===== config.mk =====
export PLATFORM = sky130hd
export DESIGN_NAME = fork_join_ctrl_flat
export DESIGN_NICKNAME = d
export VERILOG_FILES = /design/src/rtl/fork_join_ctrl_pkg.sv /design/src/rtl/fork_join_ctrl_if.sv /design/src/rtl/fj_thread_timer.sv /design/src/rtl/fork_join_ctrl.sv /design/src/flat_wrapper.sv
export SDC_FILE = /design/constraint.sdc
export NUM_CORES = 1
export LEC_CHECK = 0
export CORE_MARGIN = 4
export CORE_UTILIZATION = 59
export DETAILED_ROUTE_END_ITERATION = 7
export PLACE_DENSITY = 0.88
export SLEW_MARGIN = 15
export SYNTH_ARGS = -nofsm -noshare
export SYNTH_HDL_FRONTEND = slang
export SYNTH_SLANG_ARGS = --single-unit

===== constraint.sdc =====
create_clock -name clk -period 5 [get_ports clk]
set_input_delay 0.75 -clock clk [delete_from_list [all_inputs] [get_ports clk]]
set_output_delay 0.75 -clock clk [all_outputs]
set_load 0.02 [all_outputs]

===== src/rtl/fork_join_ctrl_pkg.sv =====
// Shared types and helpers for the fork/join thread controller.
// Included by fork_join_ctrl and its testbench; no configuration macros here.
package fork_join_pkg;

  typedef enum logic [1:0] {
    JOIN      = 2'd0,
    JOIN_ANY  = 2'd1,
    JOIN_NONE = 2'd2
  } join_mode_e;

  typedef enum logic {
    IDLE = 1'b0,
    RUN  = 1'b1
  } fsm_state_e;

  localparam int MAX_THR = 16;

  // Encoding 3 is reserved and behaves as a full join.
  function automatic join_mode_e decode_mode(input logic [1:0] m);
    case (m)
      2'd1:    return JOIN_ANY;
      2'd2:    return JOIN_NONE;
      default: return JOIN;
    endcase
  endfunction

  function automatic int lowest_set(input logic [MAX_THR-1:0] v);
    int idx;
    idx = 0;
    for (int i = MAX_THR - 1; i >= 0; i--) begin
      if (v[i]) idx = i;
    end
    return idx;
  endfunction

endpackage


===== src/rtl/fork_join_ctrl_if.sv =====
// Launch/status bundle between a thread requester (master) and fork_join_ctrl (slave).
interface fork_join_ctrl_if #(
  parameter int N_THR = 4,
  parameter int CNT_W = 8
);
  logic                       start;
  logic [1:0]                 mode;
  logic [N_THR-1:0]           thr_en;
  logic [N_THR*CNT_W-1:0]     delay;
  logic                       abort;
  logic                       busy;
  logic [N_THR-1:0]           thr_active;
  logic [N_THR-1:0]           thr_done;
  logic                       join_done;
  logic [$clog2(N_THR)-1:0]   first_id;

  modport master (
    output start, mode, thr_en, delay, abort,
    input  busy, thr_active, thr_done, join_done, first_id
  );

  modport slave (
    input  start, mode, thr_en, delay, abort,
    output busy, thr_active, thr_done, join_done, first_id
  );
endinterface


===== src/rtl/fj_thread_timer.sv =====
// One hardware thread: saturating down-counter with a registered active flag and done pulse.
// fire/active_nxt expose the next-edge values so the controller can align join_done.
module fj_thread_timer #(
  parameter int CNT_W = 8
) (
  input  logic             clk,
  input  logic             rst_n,
  input  logic             load,
  input  logic             en,
  input  logic             abort,
  input  logic [CNT_W-1:0] delay,
  output logic             active,
  output logic             done,
  output logic             fire,
  output logic             active_nxt
);

  logic [CNT_W-1:0] cnt, cnt_nxt;

  // A delay of 0 or 1 completes on the launch edge itself.
  always_comb begin
    cnt_nxt    = cnt;
    active_nxt = active;
    fire       = 1'b0;
    if (abort) begin
      cnt_nxt    = '0;
      active_nxt = 1'b0;
    end else if (load && en) begin
      if (delay <= CNT_W'(1)) begin
        cnt_nxt    = '0;
        active_nxt = 1'b0;
        fire       = 1'b1;
      end else begin
        cnt_nxt    = delay - CNT_W'(1);
        active_nxt = 1'b1;
      end
    end else if (active) begin
      if (cnt <= CNT_W'(1)) begin
        cnt_nxt    = '0;
        active_nxt = 1'b0;
        fire       = 1'b1;
      end else begin
        cnt_nxt = cnt - CNT_W'(1);
      end
    end
  end

  always_ff @(posedge clk) begin
    if (!rst_n) begin
      cnt    <= '0;
      active <= 1'b0;
      done   <= 1'b0;
    end else begin
      cnt    <= cnt_nxt;
      active <= active_nxt;
      done   <= fire;
    end
  end

endmodule


===== src/rtl/fork_join_ctrl.sv =====
// Fork/join controller: launches N_THR timed threads and signals when the join policy is met.
// Define FORK_JOIN_TRACE_EN to print a line per thread completion and per join.
module fork_join_ctrl
  import fork_join_pkg::*;
#(
  parameter int N_THR = 4,
  parameter int CNT_W = 8
) (
  input  logic            clk,
  input  logic            rst_n,
  fork_join_ctrl_if.slave bus
);

  localparam int ID_W = $clog2(N_THR);

  fsm_state_e       state;
  join_mode_e       mode_q, mode_eff;
  logic             launch, joined, first_seen, join_done_q;
  logic             any_fire, all_done, join_nxt;
  logic [N_THR-1:0] act, act_nxt, done, fire;
  logic [ID_W-1:0]  first_id_q, fire_id;

  assign launch = bus.start && (state == IDLE) && !bus.abort;

  for (genvar i = 0; i < N_THR; i++) begin : g_thr
    fj_thread_timer #(.CNT_W(CNT_W)) u_timer (
      .clk        (clk),
      .rst_n      (rst_n),
      .load       (launch),
      .en         (bus.thr_en[i]),
      .abort      (bus.abort),
      .delay      (bus.delay[i*CNT_W +: CNT_W]),
      .active     (act[i]),
      .done       (done[i]),
      .fire       (fire[i]),
      .active_nxt (act_nxt[i])
    );
  end

  // Decide whether the edge that registers this cycle's completions also satisfies the join.
  always_comb begin
    mode_eff = launch ? decode_mode(bus.mode) : mode_q;
    any_fire = |fire;
    all_done = any_fire && (act_nxt == '0);
    fire_id  = ID_W'(lowest_set(MAX_THR'(fire)));
    join_nxt = 1'b0;
    if (launch && (bus.thr_en == '0)) begin
      join_nxt = 1'b1;
    end else if (launch || ((state == RUN) && !bus.abort && !joined)) begin
      case (mode_eff)
        JOIN_NONE: join_nxt = launch;
        JOIN_ANY:  join_nxt = any_fire;
        default:   join_nxt = all_done;
      endcase
    end
  end

  always_ff @(posedge clk) begin
    if (!rst_n) begin
      state       <= IDLE;
      mode_q      <= JOIN;
      joined      <= 1'b0;
      first_seen  <= 1'b0;
      first_id_q  <= '0;
      join_done_q <= 1'b0;
    end else begin
      join_done_q <= join_nxt;
      if (launch) begin
        mode_q     <= mode_eff;
        joined     <= join_nxt;
        first_seen <= any_fire;
        first_id_q <= any_fire ? fire_id : '0;
        state      <= (bus.thr_en != '0) ? RUN : IDLE;
      end else if (state == RUN) begin
        if (join_nxt) joined <= 1'b1;
        if (any_fire && !first_seen) begin
          first_seen <= 1'b1;
          first_id_q <= fire_id;
        end
        if (bus.abort || (act == '0)) state <= IDLE;
      end
    end
  end

  assign bus.busy       = (state == RUN);
  assign bus.thr_active = act;
  assign bus.thr_done   = done;
  assign bus.join_done  = join_done_q;
  assign bus.first_id   = first_id_q;

`ifdef FORK_JOIN_TRACE_EN
  always @(posedge clk) begin
    for (int i = 0; i < N_THR; i++) begin
      if (done[i]) $display("[%0t] Thread%0d done", $time, i);
    end
    if (join_done_q) $display("[%0t] join_done", $time);
  end
`else
  // Silent build: cycle behaviour is unchanged, only the trace is absent.
`endif

endmodule

===== src/flat_wrapper.sv =====
// flat-port wrapper written by rule: the top's interface ports become plain ports
module fork_join_ctrl_flat import fork_join_pkg::*;
#(
  parameter int N_THR = 4,
  parameter int CNT_W = 8
)
  (clk, rst_n, bus_start, bus_mode, bus_thr_en, bus_delay, bus_abort, bus_busy, bus_thr_active, bus_thr_done, bus_join_done, bus_first_id);
  fork_join_ctrl_if #(.N_THR(N_THR), .CNT_W(CNT_W)) bus_i ();
  input  logic clk;
  input  logic rst_n;
  input wire logic [$bits(bus_i.start)-1:0] bus_start;
  input wire logic [$bits(bus_i.mode)-1:0] bus_mode;
  input wire logic [$bits(bus_i.thr_en)-1:0] bus_thr_en;
  input wire logic [$bits(bus_i.delay)-1:0] bus_delay;
  input wire logic [$bits(bus_i.abort)-1:0] bus_abort;
  output wire logic [$bits(bus_i.busy)-1:0] bus_busy;
  output wire logic [$bits(bus_i.thr_active)-1:0] bus_thr_active;
  output wire logic [$bits(bus_i.thr_done)-1:0] bus_thr_done;
  output wire logic [$bits(bus_i.join_done)-1:0] bus_join_done;
  output wire logic [$bits(bus_i.first_id)-1:0] bus_first_id;
  assign bus_i.start = bus_start;
  assign bus_i.mode = bus_mode;
  assign bus_i.thr_en = bus_thr_en;
  assign bus_i.delay = bus_delay;
  assign bus_i.abort = bus_abort;
  assign bus_busy = bus_i.busy;
  assign bus_thr_active = bus_i.thr_active;
  assign bus_thr_done = bus_i.thr_done;
  assign bus_join_done = bus_i.join_done;
  assign bus_first_id = bus_i.first_id;
  fork_join_ctrl #(.N_THR(N_THR), .CNT_W(CNT_W)) u_core (.clk(clk), .rst_n(rst_n), .bus(bus_i));
endmodule

# Word level (Yosys, flattened, before mapping)
# Index checks and enable logic that the tools add are counted.
totals:
  input_bits: 42
  reg_bits: 48
  out_inout_bits: 12
op_classes:
  muxes: 79
  reduce_logical: 31
  magnitude_cmp: 8
  eq_ne: 4
  add_sub_neg: 8
  bitwise_logic: 2
ops:
  columns: ["operator", "count"]
  rows:
  - ["$mux W8", 16]
  - ["$le A8 B1 Y1 const B", 8]
  - ["$sub A8 B1 Y8 const B", 8]
  - ["$mux W1", 52]
  - ["$mux W2", 9]
  - ["$reduce_bool A2 Y1", 7]
  - ["$logic_not A4 Y1", 3]
  - ["$logic_and A1 B1 Y1", 11]
  - ["$eq A2 B1 Y1 const B", 2]
  - ["$eq A2 B2 Y1 const B", 2]
  - ["$pmux W2 S2", 1]
  - ["$reduce_and A2 Y1", 2]
  - ["$reduce_bool A4 Y1", 1]
  - ["$reduce_or A4 Y1", 1]
  - ["$logic_not A1 Y1", 3]
  - ["$logic_or A1 B1 Y1", 2]
  - ["$not A1 Y1", 2]
  - ["$pmux W1 S2", 1]
  - ["$reduce_or A2 Y1", 1]

# Logic depth before layout (Yosys ltp)
# Gate-level depths: netlist of run 1.
depth:
  depth_word: 14
  depth_mapped: 12
  ltp_nobuf: 10

# Cells and area by module
# A second synthesis of run 1 with hierarchy kept.
unflattened:
  cells_unflattened: 439
  area_unflattened_um2: 3669.8
by_module_without_submodules:
  columns: ["module", "cells_per_inst", "area_each_um2", "seq_area_each_um2", "instances"]
  rows:
  - ["fj_thread_timer (u_core.g_thr[1].u_timer ...)", 96, 798.3, 200.2, 3]
  - ["fj_thread_timer (u_core.g_thr[0].u_timer)", 93, 783.3, 200.2, 1]
  - ["fork_join_ctrl", 58, 491.7, 160.2, 1]

# Least setup slack after synthesis of run 1
# No wires, ideal clock.
synth_path:
  kind: "input-to-reg"
  from: "input port bus_delay[26]"
  to: "register u_core.first_id_q[0] (netlist: u_core.bus.first_id[0])"
  slack_ns: 2.544
  n_path_buf: 0
  cell_stages: 6
  arrival_ns: 2.341
  cell_sequence: "or4_4 or4_4 o21a_1 nand4_1 a21oi_1 a31o_1"
synth_via:
  elab_chain_len: 11
  elab_cells_between_ends: 16
  classes_between: "order compare: 1; mux: 11; reduce/logical: 4"
synth_lines:
  columns: ["element", "line", "source"]
  rows:
  - ["start, declared", "flat_wrapper.sv:14", "input wire logic [$bits(bus_i.delay)-1:0] bus_delay;"]
  - ["$le A8 B1 Y1 *", "fj_thread_timer.sv:29", "if (delay <= CNT_W'(1)) begin"]
  - ["$mux W1 *", "fj_thread_timer.sv:29", null]
  - ["$mux W1 *", "fj_thread_timer.sv:28", "end else if (load && en) begin"]
  - ["$mux W1 *", "fj_thread_timer.sv:25", "if (abort) begin"]
  - ["$mux W2 (4 in a row)", "fork_join_ctrl_pkg.sv:31", "if (v[i]) idx = i;"]
  - ["$mux W2", "fork_join_ctrl.sv:76", "if (any_fire && !first_seen) begin"]
  - ["$mux W2", "fork_join_ctrl.sv:74", "end else if (state == RUN) begin"]
  - ["$mux W2", "fork_join_ctrl.sv:68", "if (launch) begin"]
  - ["end signal, assigned", "fork_join_ctrl.sv:72", "first_id_q <= any_fire ? fire_id : '0;"]
  - ["end signal, assigned", "fork_join_ctrl.sv:78", "first_id_q <= fire_id;"]
  - ["end, declared", "fork_join_ctrl.sv:21", "logic [ID_W-1:0] first_id_q, fire_id;"]
# Mark *: on every way between the ends. The rest lies on a longest branch, timed or not. The select of a mux whose other input is x is not followed.
# A chain may end at the register's enable or synchronous reset.

# Worst setup path in the final report of run 1
layout_path:
  from: "input port bus_start"
  to: "register u_core.joined"
layout_via:
  elab_cells_between_ends: 37
  classes_between: "eq/ne: 2; mux: 21; reduce/logical: 14"
layout_rtl:
  columns: ["element", "line", "source"]
  rows:
  - ["start, declared", "flat_wrapper.sv:11", "input wire logic [$bits(bus_i.start)-1:0] bus_start;"]
  - ["$logic_and A1 B1 Y1 * (2 in a row)", "fork_join_ctrl.sv:23", "assign launch = bus.start && (state == IDLE) && !bus.abort;"]
  - ["$mux W2 *", "fork_join_ctrl.sv:42", "mode_eff = launch ? decode_mode(bus.mode) : mode_q;"]
  - ["net u_core.mode_eff[1]", "fork_join_ctrl.sv:17", "join_mode_e mode_q, mode_eff;"]
  - ["$eq A2 B1 Y1 or $eq A2 B2 Y1 (tied branches)", "fork_join_ctrl.sv:50", "case (mode_eff)"]
  - ["$pmux W1 S2 *", "fork_join_ctrl.sv:50", null]
  - ["$mux W1 *", "fork_join_ctrl.sv:49", "end else if (launch || ((state == RUN) && !bus.abort && !joined)) begin"]
  - ["$mux W1 *", "fork_join_ctrl.sv:47", "if (launch && (bus.thr_en == '0)) begin"]
  - ["$reduce_bool A2 Y1 (no source line)", null, null]
  - ["$reduce_and A2 Y1 (no source line)", null, null]
  - ["end signal, assigned", "fork_join_ctrl.sv:70", "joined <= join_nxt;"]
  - ["end, declared", "fork_join_ctrl.sv:18", "logic launch, joined, first_seen, join_done_q;"]
# The timed path passes the listed nets; every way through them passes the cells marked *.

==> impl_metrics.toml, run 1 <==
[critical_path]
timing.critical_path.required_ns = 5.24
cp_cell_sequence = "clkdlybuf4s50_1, nor2b_1, nand2b_1, a21oi_1, inv_1, ha_1, o211ai_1, o31ai_1, o2111ai_1, o21ai_1"
critical_path_class = "primary input to flop"
setup.worst_path.end_class = "flop"
crit_arrival_ns = 3.34
reg2reg_from = "u_core.bus.busy"
worst-path-buf-inv = 2
cp_max_fo = 9
rr_worst_depth = 10
critical_path.max_stage_delay_ns = 0.62
cp_top_family = "compound AO/OA/AOI/OAI gates"
r2r_end = "u_core.joined"
timing.critical_path.slowest_stage_cell = "sky130_fd_sc_hd__clkdlybuf4s50_1"
timing.reg2reg.setup_slack_ns = 2.52
start_kind = "primary input"

[routing]
drt_iter0_drc = 222
final_antenna_net_count = 0
drcViolationCount = 0
drt-pass1-iter-count = 5
drt-wirelength-per-cell_um = 15.8
drt-total-wl_um = 8820
vias = 3548
avgViaCountPerCell = 6.36

[cts]
tritoncts = "done"
htree_num_levels = 2
clk-insertion-delay-late_ns = 0.30
clock_tree.buffer_depth = 2
cts_num_sinks = 48
path_clk_slew_ns = 0.09
cts_root_buffer = "sky130_fd_sc_hd__clkbuf_8"
cts_made_buffers = 5
cts.hold.buffers_added = 0
post_cts_resized = 0
postCtsSetupBuffers = 0

[power_and_ir_drop]
ir_drop_worst_case_vdd_v = 0.000125
fin_total_pwr_mw = 0.820
powerDensity_nw_per_um2 = 200
static-leakage-power_nw = 1.42

[synth]
synth_area_leader_cell = "sky130_fd_sc_hd__dfxtp_1"
syn_area_sq_um = 3520
yosys_register_bits = 48
synth-edff-count = 0
yosys.cell_types.count = 60
area_share_of_the_leading_cell_type_in_the_synthesized_netlist = 0.273
ys_top_cells_by_count = "sky130_fd_sc_hd__nor2_1, sky130_fd_sc_hd__dfxtp_1, sky130_fd_sc_hd__o21ai_0"
syn_inst = 448
syn_nets = 508
share_of_the_yosys_chip_area_belonging_to_registers = 0.273
synthMostInstantiatedCell = "sky130_fd_sc_hd__nor2_1"
synth_ff_type = "sky130_fd_sc_hd__dfxtp_1"
synth_async_sr_flop_share = 0
postSynthAreaPerCell_sq_um = 7.86
ys.warnings.count = 0
synth_top_cells_by_area = "sky130_fd_sc_hd__dfxtp_1, sky130_fd_sc_hd__ha_1, sky130_fd_sc_hd__nor2_1"

[timing]
hold_slack_ns = 0.488
setup_tns_ns = 0
finalMaxSlewViolations = 0
skew_ns = 0.00571
timing.final.hold_violations = 0
slew_headroom = 0.427
rsz0062_at_grt = "no"
tightest_slew_ns = 0.848
fmax_mhz = 323
timing.final.crit_share = 0.620
period_minus_slack_ns = 3.10
layout_setup_ws_ns = 1.90
setup_viol = 0

[cells_and_area]
final_layout_size_suffix_gt1_frac = 0.0556
area_of_the_multi_input_gates_sq_um = 2320
antennaDiodeCount = 0
finish.net_count = 545
n_fill_cell = 420
area_delta_synth_final_pct = 16.5
ff_latch_area_sq_um = 961

[global_route]
groute.usage.overall = 0.238
global_route_wire_length_before_repair_um = 14700
antenna_found_initial = 0
grt_pass1_vias = 3323
grt_start_max_net_pins = 24
grt_remaining_overflow = 0

[place]
place.detailed.hpwl_um = 6610
preCtsSetupSlack_ns = 1.65
gp_congestion = 0.942
port-buffer-count = 53

[worst_hold_path]
hold_path_end = "u_core.g_thr[2].u_timer.cnt[6]"
hold_path_class = "flop to flop"
min_delay_path_depth = 2
hold_start = "u_core.g_thr[2].u_timer.cnt[6]"

[floorplanning]
dieWidth_um = 85.3
rows = 27
io-pin-count = 54
die_height_um = 85.3
die-area_sq_um = 7270
core_region_area_sq_um = 5640
effective_utilization_at_floorplan = 0.624

[run_status]
status = "finished, final reports clean"

[flow_run]
max_capacitance_violation_count = 0
[sequential cells by signal, indices dropped and copies added, names as in the netlist]
name                         flops
u_core.bus.join_done             1
u_core.g_thr.u_timer.done        4
u_core.first_seen                1
u_core.bus.busy                  1
u_core.g_thr.u_timer.active      4
u_core.bus.first_id              2
u_core.mode_q                    2
u_core.g_thr.u_timer.cnt        32
u_core.joined                    1
[cell families after synthesis]
group,share of synthesized area
xor gates and xnor gates,0.0597
AOI/OAI and AO/OA,0.263
DFF,0.273
and+or+nand+nor,0.270
adders and majority gates,0.0640
buffers and inverters,0.0679
muxes,0.00284
[power by group]
| group | switching [mW] | internal, mW |
|---|---|---|
| clock | 0.132 | 0.0996 |
| combinational | 0.108 | 0.0873 |
| sequential | 0.00597 | 0.387 |
[metal layers]
metal  vias up  part of all wire  global-route usage
met5         -                 0                   0
li1       1719                 -                   -
met1      1659              0.44               0.306
met4         0             0.019              0.0791
met3        24             0.058              0.0369
met2       146              0.48               0.404
[metrics by stage]
| stage | instances | util | area, sq um |
|---|---|---|---|
| 3_3_place_gp | 550 | 0.711 | 4010 |
| 2_1_floorplan | 448 | - | 3520 |
| 3_5_place_dp | 550 | 0.711 | 4010 |
| 4_1_cts | 558 | 0.727 | 4100 |
| 5_1_grt | 558 | 0.727 | 4100 |
| 6_report | 558 | 0.727 | 4100 |
[how the worst max path moves through the flow]
stage | startpoint | endpoint | slack [ns] | depth (start not counted)
6_report | bus_start | u_core.joined | 1.90 | 10
5_1_grt | bus_start | u_core.joined | 1.71 | 10
4_1_cts | bus_start | u_core.joined | 1.95 | 10
3_5_place_dp | bus_start | u_core.joined | 1.65 | 10
3_3_place_gp | bus_start | u_core.joined | 1.82 | 10
2_1_floorplan | bus_delay[26] | u_core.bus.first_id[0] | 2.54 | 6
[layout make-up]
cell class,instances,area share
multi-input combinational,349,0.566
sequential,48,0.234
timing repair buffer,54,0.131
inverter,27,0.0247
tap,72,0.0220
clock buffer,6,0.0177
clock inverter,2,0.00397
[cell usage in the layout, fill, tap and decap left out, types with 12 or more instances in the layout]
master,n
sky130_fd_sc_hd__a21oi_1,22
sky130_fd_sc_hd__a22oi_1,20
sky130_fd_sc_hd__clkdlybuf4s50_1,53
sky130_fd_sc_hd__dfxtp_1,48
sky130_fd_sc_hd__ha_1,18
sky130_fd_sc_hd__inv_1,27
sky130_fd_sc_hd__nand2_1,21
sky130_fd_sc_hd__nor2_1,60
sky130_fd_sc_hd__nor3_1,17
sky130_fd_sc_hd__nor4_1,12
sky130_fd_sc_hd__o21ai_0,38
sky130_fd_sc_hd__xnor2_1,20
[tightest hold or removal path: cells and delay by family, from the launching register on]
family,cells,cell delay (ns)
DFF,1,0.31
AOI/OAI and AO/OA,2,0.13
Power figures use the tool's default switching activity.
==> run 2, diff against run 1 <==
- CORE_UTILIZATION: 59 -> 55
- PLACE_DENSITY: 0.88 -> 0.83
- clock period: 5 -> 3.2 ns (I/O delays scaled with it)
==> run 2 against run 1 <==
Effect of this change:
- register-to-register slack got worse by 1.8 ns
- count of clock-buffer cells in the layout rose by 2
- critical path depth did not move
- clock skew rose by 0.0064 ns
- clock power rose by 62%
- die area rose by 6.6%
- worst hold slack improved by 0.0040 ns
- worst setup slack got worse by 1.4 ns
- via count fell by 0.11%
- largest cell class unchanged
- highest routed layer unchanged
==> impl_metrics.toml, run 2 (synthesis results as in run 1) <==
[flow_run]
max_capacitance_violation_count = 0

[cts]
cts.hold.buffers_added = 0
tritoncts = "done"
clock_tree.buffer_depth = 2
clk-insertion-delay-late_ns = 0.31
htree_num_levels = 2
cts_root_buffer = "sky130_fd_sc_hd__clkbuf_8"
postCtsSetupBuffers = 0
post_cts_resized = 0
cts_made_buffers = 5
cts_num_sinks = 48
path_clk_slew_ns = 0.08

[floorplanning]
die_height_um = 88.0
die-area_sq_um = 7750
dieWidth_um = 88.0
rows = 28
io-pin-count = 54
core_region_area_sq_um = 6060
effective_utilization_at_floorplan = 0.581

[critical_path]
cp_max_fo = 9
timing.critical_path.required_ns = 3.44
start_kind = "primary input"
critical_path_class = "primary input to flop"
setup.worst_path.end_class = "flop"
crit_arrival_ns = 2.92

[timing]
period_minus_slack_ns = 2.68
fmax_mhz = 373
timing.final.crit_share = 0.837
setup_tns_ns = 0
skew_ns = 0.0121
rsz0062_at_grt = "no"
setup_viol = 0
hold_slack_ns = 0.492
timing.final.hold_violations = 0
finalMaxSlewViolations = 0
tightest_slew_ns = 0.813
slew_headroom = 0.456

[cells_and_area]
final_common_cell = "sky130_fd_sc_hd__nor2_1"
n_fill_cell = 505
most-common-layout-cells = "sky130_fd_sc_hd__nor2_1, sky130_fd_sc_hd__clkdlybuf4s50_1, sky130_fd_sc_hd__dfxtp_1, sky130_fd_sc_hd__o21ai_0, sky130_fd_sc_hd__inv_1"
reg_top3 = "u_core.g_thr.u_timer.cnt x32, u_core.g_thr.u_timer.active x4, u_core.g_thr.u_timer.done x4"
largest_register_ff_count = 32
antennaDiodeCount = 0
finish.net_count = 553
final_layout_size_suffix_gt1_frac = 0.0688
registers.top_by_ff_count = "u_core.g_thr.u_timer.cnt"
area_delta_synth_final_pct = 18.3

[power_and_ir_drop]
powerDensity_nw_per_um2 = 311
ir_drop_worst_case_vdd_v = 0.000220
static-leakage-power_nw = 1.47

[routing]
drt-wirelength-per-cell_um = 15.4
drt-total-wl_um = 8750
drt_iter0_drc = 228
drcViolationCount = 0
final_antenna_net_count = 0
vias = 3544
avgViaCountPerCell = 6.23
drt-pass1-iter-count = 7

[global_route]
grt_remaining_overflow = 0
groute.usage.overall = 0.229
antenna_found_initial = 0
grt_pass1_vias = 3204
grt_start_max_net_pins = 22
global_route_wire_length_before_repair_um = 14400

[place]
gp_congestion = 0.955
place.detailed.hpwl_um = 6740
port-buffer-count = 53

[run_status]
status = "finished, final reports clean"

[worst_hold_path]
hold_path_class = "flop to flop"
==> run 2: cell count changes in the layout (fill, tap and decap cells not counted), sizes merged <==
cell	delta
buf	+8
clkbuf	+2
clkinvlp	-1
clkinv	-1
==> run 2: where the power goes <==
| group | switching (mW) | internal [mW] |
|---|---|---|
| registers | 0.00934 | 0.605 |
| clock network | 0.198 | 0.177 |
| logic | 0.166 | 0.142 |
| total | 0.374 | 0.924 |
==> run 2: worst max-delay path: stages <==
cell	delay, ns
sky130_fd_sc_hd__clkdlybuf4s50_1	0.63
sky130_fd_sc_hd__nor2b_1	0.22
sky130_fd_sc_hd__nand2b_1	0.23
sky130_fd_sc_hd__nor3b_1	0.28
sky130_fd_sc_hd__a21oi_1	0.11
sky130_fd_sc_hd__ha_1	0.34
sky130_fd_sc_hd__o211ai_1	0.09
sky130_fd_sc_hd__o31ai_1	0.24
sky130_fd_sc_hd__o2111ai_1	0.18
sky130_fd_sc_hd__o21ai_1	0.12
==> run 2: final timing paths <==
path | startpoint | endpoint | slack (ns) | cells past startpoint
min reg2reg | u_core.g_thr[2].u_timer.cnt[6] | u_core.g_thr[2].u_timer.cnt[6] | 0.49 | 2
max reg2reg | u_core.g_thr[1].u_timer.cnt[4] | u_core.joined | 0.73 | 6
min | u_core.g_thr[2].u_timer.cnt[6] | u_core.g_thr[2].u_timer.cnt[6] | 0.49 | 2
max | bus_start | u_core.joined | 0.52 | 10
==> run 2: per-stage QoR <==
stage	std cells	util	total power, mW	worst slack (ns)	cell area [sq um]
finish	569	0.687	1.30	0.521	4170
global route	569	0.687	1.37	0.269	4170
CTS	569	0.687	1.30	0.555	4170
detailed placement	561	0.672	0.932	0.274	4080
global placement	561	0.672	0.925	0.388	4080
floorplan	448	-	0.816	0.823	3520
==> run 2: layer usage <==
| metal | share of wire | GRT usage | vias to the layer above |
|---|---|---|---|
| li1 | - | - | 1739 |
| met1 | 0.44 | 0.298 | 1656 |
| met2 | 0.47 | 0.388 | 137 |
| met3 | 0.067 | 0.0414 | 12 |
| met4 | 0.015 | 0.0673 | 0 |
| met5 | 0 | 0 | - |
==> run 2: area by class of cell <==
| cell class | instances | area, sq um | area share |
|---|---|---|---|
| clock buffers | 8 | 90.1 | 0.0216 |
| repair buffers | 62 | 598 | 0.144 |
| inverters | 27 | 101 | 0.0243 |
| flip-flops and latches | 48 | 961 | 0.231 |
| multi-input cells | 349 | 2320 | 0.557 |
| well taps | 75 | 93.8 | 0.0225 |
